### config.mk
export PLATFORM = sky130hd
export DESIGN_NAME = bcd_updown_counter_n
export DESIGN_NICKNAME = d
export VERILOG_FILES = /design/src/rtl/bcd_updown_counter_n.sv
export SDC_FILE = /design/constraint.sdc
export NUM_CORES = 1
export LEC_CHECK = 0
export BUFFER_PORTS_ARGS = -buffer_cell sky130_fd_sc_hd__buf_2
export CAP_MARGIN = 15
export CORE_ASPECT_RATIO = 0.6
export CORE_MARGIN = 2
export CORE_UTILIZATION = 62
export CTS_BUF_LIST = sky130_fd_sc_hd__clkbuf_4
export DETAILED_ROUTE_END_ITERATION = 7
export GPL_TIMING_DRIVEN = 0
export MAX_ROUTING_LAYER = met4
export PLACE_DENSITY = 0.95
export SLEW_MARGIN = 20
export SYNTH_ARGS = -nofsm -noshare
export SYNTH_HDL_FRONTEND = slang
export SYNTH_SLANG_ARGS = --single-unit
### constraint.sdc
create_clock -name clk -period 6.94 [get_ports clk]
set_input_delay 0.347 -clock clk [delete_from_list [all_inputs] [get_ports clk]]
set_output_delay 0.347 -clock clk [all_outputs]
set_load 0.05 [all_outputs]
### src/rtl/bcd_updown_counter_n.sv
// Multi-digit BCD up/down counter with load, clear, programmable terminal value and wrap pulse.
// Define BCD_CNT_SAT_EN to saturate at 0 / limit instead of wrapping.
module bcd_updown_counter_n #(
  parameter int                NDIG    = 4,
  parameter logic [4*NDIG-1:0] RST_VAL = '0
) (
  input  logic              clk,
  input  logic              rst_n,
  input  logic              clr,
  input  logic              load,
  input  logic [4*NDIG-1:0] load_val,
  input  logic              inc,
  input  logic              dir,
  input  logic [4*NDIG-1:0] limit,
  output logic [4*NDIG-1:0] value,
  output logic              tc,
  output logic              err
);

  logic [4*NDIG-1:0] r_value;
  logic              r_tc;
  logic              r_err;

  logic [4*NDIG-1:0] w_up_val;
  logic [4*NDIG-1:0] w_dn_val;
  logic              w_carry;
  logic              w_borrow;
  logic              w_load_bad;
  logic              w_limit_bad;
  logic              w_at_zero;
  logic              w_over;
  logic              w_at_top;

  // Ripple carry/borrow through every digit in one cycle: a digit steps only
  // when all lower digits are at their rollover value (9 going up, 0 going down).
  always_comb begin
    // NOTE: every variable gets a default before any branch so no latch is inferred.
    w_up_val    = r_value;
    w_dn_val    = r_value;
    w_carry     = 1'b1;
    w_borrow    = 1'b1;
    w_load_bad  = (load_val > limit);
    w_limit_bad = 1'b0;
    for (int i = 0; i < NDIG; i++) begin
      if (w_carry) begin
        if (r_value[4*i+:4] == 4'd9) begin
          w_up_val[4*i+:4] = 4'd0;
        end else begin
          w_up_val[4*i+:4] = r_value[4*i+:4] + 4'd1;
          w_carry          = 1'b0;
        end
      end
      if (w_borrow) begin
        if (r_value[4*i+:4] == 4'd0) begin
          w_dn_val[4*i+:4] = 4'd9;
        end else begin
          w_dn_val[4*i+:4] = r_value[4*i+:4] - 4'd1;
          w_borrow         = 1'b0;
        end
      end
      if (load_val[4*i+:4] > 4'd9) w_load_bad  = 1'b1;
      if (limit[4*i+:4] > 4'd9)    w_limit_bad = 1'b1;
    end
  end

  assign w_at_zero = (r_value == '0);
  assign w_over    = (r_value > limit);
  assign w_at_top  = (r_value == limit) || w_over;

  // NOTE: state registers use non-blocking assignments and reset asynchronously.
  always_ff @(posedge clk or negedge rst_n) begin
    if (!rst_n) begin
      r_value <= RST_VAL;
      r_tc    <= 1'b0;
      r_err   <= 1'b0;
    end else if (clr) begin
      r_value <= RST_VAL;
      r_tc    <= 1'b0;
      r_err   <= 1'b0;
    end else if (load) begin
      r_tc <= 1'b0;
      if (w_load_bad) begin
        r_value <= RST_VAL;
        r_err   <= 1'b1;
      end else begin
        r_value <= load_val;
      end
    end else if (inc) begin
      if (w_limit_bad) r_err <= 1'b1;
      if (!dir) begin
        if (w_at_top) begin
          r_tc <= 1'b1;
          if (w_over) r_err <= 1'b1;
`ifdef BCD_CNT_SAT_EN
          r_value <= limit;
`else
          r_value <= '0;
`endif
        end else begin
          r_tc    <= 1'b0;
          r_value <= w_up_val;
        end
      end else begin
        if (w_at_zero) begin
          r_tc <= 1'b1;
`ifdef BCD_CNT_SAT_EN
          r_value <= '0;
`else
          r_value <= limit;
`endif
        end else begin
          r_tc    <= 1'b0;
          r_value <= w_dn_val;
        end
      end
    end else begin
      r_tc <= 1'b0;
    end
  end

  assign value = r_value;
  assign tc    = r_tc;
  assign err   = r_err;

endmodule

==> flow_summary.html <==
<table>
<tr><th>Metric</th><th>Value</th></tr>
<tr><th colspan="2">Run status</th></tr>
<tr><td>Outcome</td><td>completed</td></tr>
<tr><th colspan="2">Worst setup path</th></tr>
<tr><td>Kind of start point of the critical path</td><td>flop</td></tr>
<tr><td>Critical register-to-register path endpoint</td><td>value[8]$_DFFE_PN0P_</td></tr>
<tr><td>Data arrival time of the critical path</td><td>3360 ps</td></tr>
<tr><td>Worst flop-to-flop path startpoint</td><td>value[15]$_DFFE_PN0P_</td></tr>
<tr><td>Category of the most critical setup path</td><td>reg2reg</td></tr>
<tr><td>Worst reg2reg setup slack</td><td>~3800 ps</td></tr>
<tr><td>Register-to-Register Path Depth</td><td>8</td></tr>
<tr><td>Worst path required time</td><td>7180 ps</td></tr>
<tr><td>Kind of end point of the critical path</td><td>flop</td></tr>
<tr><td>CP Max Fanout</td><td>9</td></tr>
<tr><th colspan="2">Synthesis</th></tr>
<tr><td>Largest family of logic cells by synthesized area</td><td>compound AO/OA/AOI/OAI gates</td></tr>
<tr><td>Xor-xnor portion of the synthesized cell area</td><td>0.00669</td></tr>
<tr><td>Portion of the post-synthesis area used by sequential elements</td><td>0.172</td></tr>
<tr><td>Post-Syn Area per Cell</td><td>7.79 µm²</td></tr>
<tr><td>Share of the synthesized area in compound gates (AO/OA/AOI/OAI)</td><td>0.301</td></tr>
<tr><td>Synth cell types</td><td>57</td></tr>
<tr><td>Top cells by area, synth</td><td>ha_1 (22%), dfrtp_1 (17%), a21oi_1 (7.8%), o21ai_0 (5.5%), nor2_1 (4.6%)</td></tr>
<tr><td>Number of enable-type register cells in the synthesized netlist</td><td>0</td></tr>
<tr><td>Most used standard cells in the synthesized netlist</td><td>ha_1 (45), a21oi_1 (41), nor2_1 (32), inv_1 (29), o21ai_0 (29)</td></tr>
<tr><td>Total nets after synthesis</td><td>419</td></tr>
<tr><td>Count leader, synth</td><td>ha_1</td></tr>
<tr><td>Synth Area in Simple Gates</td><td>0.241</td></tr>
<tr><td>Post-Synth Adder-Cell Area</td><td>0.215</td></tr>
<tr><td>Post-synth top flop</td><td>dfrtp_1</td></tr>
<tr><td>Synthesized area</td><td>2620 µm²</td></tr>
<tr><td>Fraction of synthesis flops using an asynchronous set or reset pin</td><td>1.00</td></tr>
<tr><td>Synthesis warning total</td><td>0</td></tr>
<tr><td>Portion of synthesized cell area occupied by the leading cell type</td><td>0.215</td></tr>
<tr><td>Gate count of the mapped netlist</td><td>336</td></tr>
<tr><td>Area leader, netlist</td><td>ha_1</td></tr>
<tr><td>FF+latch count, synth</td><td>18</td></tr>
<tr><td>Mux cell area share after synthesis</td><td>0.00382</td></tr>
<tr><th colspan="2">Clock network</th></tr>
<tr><td>Max Buffers Root-to-Sink</td><td>2</td></tr>
<tr><td>TritonCTS buffer count</td><td>3</td></tr>
<tr><td>Latest clock arrival within the worst-skew pair</td><td>320 ps</td></tr>
<tr><td>Setup Fix Bufs, Post-CTS</td><td>0</td></tr>
<tr><td>Number of sinks handled by clock tree synthesis</td><td>18</td></tr>
<tr><td>Clock Root Buffer</td><td>clkbuf_4</td></tr>
<tr><td>H-Tree Depth</td><td>1</td></tr>
<tr><td>Number of buffers inserted for hold repair after clock tree synthesis</td><td>1</td></tr>
<tr><td>Number of gates resized after cts</td><td>0</td></tr>
<tr><td>Post-CTS clock slew at the launch and capture registers of the worst setup and hold paths</td><td>between 100 and 150 ps</td></tr>
<tr><td>TritonCTS clock tree</td><td>yes</td></tr>
<tr><th colspan="2">STA</th></tr>
<tr><td>Setup TNS after final layout</td><td>0 ps</td></tr>
<tr><td>Setup repair after global routing missed its margin</td><td>false</td></tr>
<tr><td>Post-route clock skew</td><td>7.77 ps</td></tr>
<tr><td>Slew Limit Fails</td><td>0</td></tr>
<tr><td>Worst-margin pin slew</td><td>723 ps</td></tr>
<tr><td>Setup ws final</td><td>3820 ps</td></tr>
<tr><td>Achievable Freq</td><td>321 MHz</td></tr>
<tr><td>Worst slew margin relative to its limit</td><td>0.517</td></tr>
<tr><td>Minimum clock period after layout</td><td>3120 ps</td></tr>
<tr><td>Hold Fails Final Rpt</td><td>0</td></tr>
<tr><td>Final clock period utilization by the worst path</td><td>0.449</td></tr>
<tr><td>Final setup violation count</td><td>0</td></tr>
<tr><th colspan="2">Routing</th></tr>
<tr><td>Detailed-routing iteration count for the pre-antenna-repair pass</td><td>6</td></tr>
<tr><td>Drc violations</td><td>0</td></tr>
<tr><td>First DRT Iteration DRCs</td><td>347</td></tr>
<tr><td>Antenna Nets Post-Route</td><td>0</td></tr>
<tr><td>Vias post-DR</td><td>3052</td></tr>
<tr><td>Final routed wire length divided by cell count</td><td>around 18 µm</td></tr>
<tr><td>Wire length after detailed routing</td><td>8310 µm</td></tr>
<tr><td>Post-DR vias/cell</td><td>between 6 and 7</td></tr>
<tr><th colspan="2">Finish</th></tr>
<tr><td>Filler Cell Count</td><td>320</td></tr>
<tr><td>Net count reported at finish</td><td>480</td></tr>
<tr><td>Count of placed standard cells in the final layout, fillers left out</td><td>~460</td></tr>
<tr><td>Antenna cell count</td><td>0</td></tr>
<tr><td>Layout overhead on the synthesized area</td><td>14.6%</td></tr>
<tr><td>Share of layout cells above drive strength 1</td><td>0.213</td></tr>
<tr><th colspan="2">Placement</th></tr>
<tr><td>Sum of net half-perimeters after detailed placement</td><td>6680 µm</td></tr>
<tr><td>Worst slack after detailed placement</td><td>4060 ps</td></tr>
<tr><td>Placed instance count</td><td>~450</td></tr>
<tr><td>Final GP Congestion</td><td>0.960</td></tr>
<tr><td>Count of buffers from port buffering</td><td>55</td></tr>
<tr><th colspan="2">Floorplanning</th></tr>
<tr><td>Y dimension of the die</td><td>54.3 µm</td></tr>
<tr><td>Initial standard-cell utilization of the core</td><td>0.642</td></tr>
<tr><td>Floorplan die area</td><td>4780 µm²</td></tr>
<tr><td>Std cell rows</td><td>18</td></tr>
<tr><td>Core box area</td><td>4080 µm²</td></tr>
<tr><td>Number of I/O pins</td><td>56</td></tr>
<tr><td>Die boundary width</td><td>87.9 µm</td></tr>
<tr><th colspan="2">Global routing</th></tr>
<tr><td>Met1 routing resource usage after global routing</td><td>0.490</td></tr>
<tr><td>Met2 track demand over resource</td><td>0.564</td></tr>
<tr><td>Initial antenna violation count</td><td>0</td></tr>
<tr><td>Largest net degree at the start of global routing</td><td>19</td></tr>
<tr><td>Leftover overflow at the end of global routing</td><td>0</td></tr>
<tr><td>Wire length of the first global-routing pass</td><td>13100 µm</td></tr>
<tr><td>Global-route total usage across every layer</td><td>0.376</td></tr>
<tr><td>Met3 global-route usage</td><td>0.115</td></tr>
<tr><td>Vias in the first global route</td><td>2825</td></tr>
<tr><td>GRT busiest layer</td><td>met2</td></tr>
<tr><th colspan="2">Power</th></tr>
<tr><td>Max IR drop VDD</td><td>0.132 mV</td></tr>
<tr><td>Reported leakage power</td><td>1.43 nW</td></tr>
<tr><td>Total power per unit cell area</td><td>about 180 nW/µm²</td></tr>
<tr><th colspan="2">Run</th></tr>
<tr><td>Max-cap viol count</td><td>0</td></tr>
<tr><th colspan="2">Worst hold path</th></tr>
<tr><td>Tightest Hold Check Type</td><td>in2reg</td></tr>
<tr><td>Endpoint with the worst hold slack</td><td>tc$_DFF_PN0_</td></tr>
<tr><td>Hold Startpoint</td><td>inc</td></tr>
<tr><td>Number of cells on the worst hold path</td><td>3</td></tr>
</table>
[layout make-up]
class / count / area (µm²) / area share
Multi-Input combinational cell: 281 / 2010 / 0.669
Sequential cell: 18 / 450 / 0.150
Timing Repair Buffer: 56 / 285 / 0.0950
Inverter: 29 / 109 / 0.0363
Tap cell: 60 / 75.1 / 0.0250
Buffer: 8 / 51.3 / 0.0171
Clock buffer: 3 / 22.5 / 0.00750
[logic make-up after synthesis]
logic type	Yosys count
muxes	1
AOI/OAI and AO/OA	121
buffers and inverters	37
adders and majority gates	45
and+or+nand+nor	112
DFF	18
xor gates and xnor gates	2
[how the worst max path moves through the flow]
stage / startpoint / to / cells past startpoint
floorplan: value[0]$_DFFE_PN0P_ / value[4]$_DFFE_PN0P_ / 9
global placement: limit[15] / value[4]$_DFFE_PN0P_ / 11
detailed placement: limit[15] / value[7]$_DFFE_PN0P_ / 11
CTS: value[15]$_DFFE_PN0P_ / value[7]$_DFFE_PN0P_ / 9
global route: value[15]$_DFFE_PN0P_ / value[8]$_DFFE_PN0P_ / 8
finish: value[15]$_DFFE_PN0P_ / value[8]$_DFFE_PN0P_ / 8
[where the power goes]
group          leakage [nW]  internal, mW  switching [mW]
combinational          1.18         0.115           0.223
clock                0.0138        0.0203          0.0398
sequential            0.234         0.120          0.0343
[worst max-delay path: stages, from the launching register on]
cell and delay (ps):
dfrtp_1 510, ha_1 370, nand4_1 220, nor4_1 710
o31a_2 310, nor4_2 90, a21oi_1 550, nor2_1 120
a41oi_1 190
[cells in the final DEF (no fill, tap or decap), drive strengths merged, types with 2 or more instances in the layout]
| master | n |
|---|---|
| buf | 60 |
| ha | 45 |
| a21oi | 45 |
| nor2 | 34 |
| o21ai | 30 |
| inv | 29 |
| nand2 | 19 |
| dfrtp | 18 |
| nand3 | 13 |
| a221oi | 10 |
| nand4 | 8 |
| nor3 | 6 |
| clkbuf | 6 |
| nand2b | 5 |
| nor2b | 5 |
| a31oi | 5 |
| or3b | 5 |
| nor4 | 5 |
| a21o | 3 |
| o211ai | 3 |
| o21a | 3 |
| a211oi | 3 |
| or3 | 3 |
| or4 | 2 |
| o221a | 2 |
| xnor2 | 2 |
| a41oi | 2 |
| o2bb2ai | 2 |
| o31ai | 2 |
| nand4b | 2 |
| a221o | 2 |
[registers in the layout (all words and copies together) (netlist names)]
| signal | cells |
|---|---|
| tc | 1 |
| value | 16 |
| err | 1 |
[stage by stage]
stage	hold slack, ps	util	power, mW	area, µm²
after floorplan	51.4	-	0.390	2620
after global placement	314	0.728	0.468	2970
after detailed placement	323	0.728	0.483	2970
after CTS	298	0.736	0.542	3000
after global routing	295	0.736	0.591	3000
final	296	0.736	0.552	3000
[per-layer routing]
layer  share of wire  vias up
met5               0        -
met4           0.021        0
met3            0.15       35
met2            0.43      256
met1            0.40     1373
li1                -     1388
Note: power is estimated with default switching activity, not from simulation.
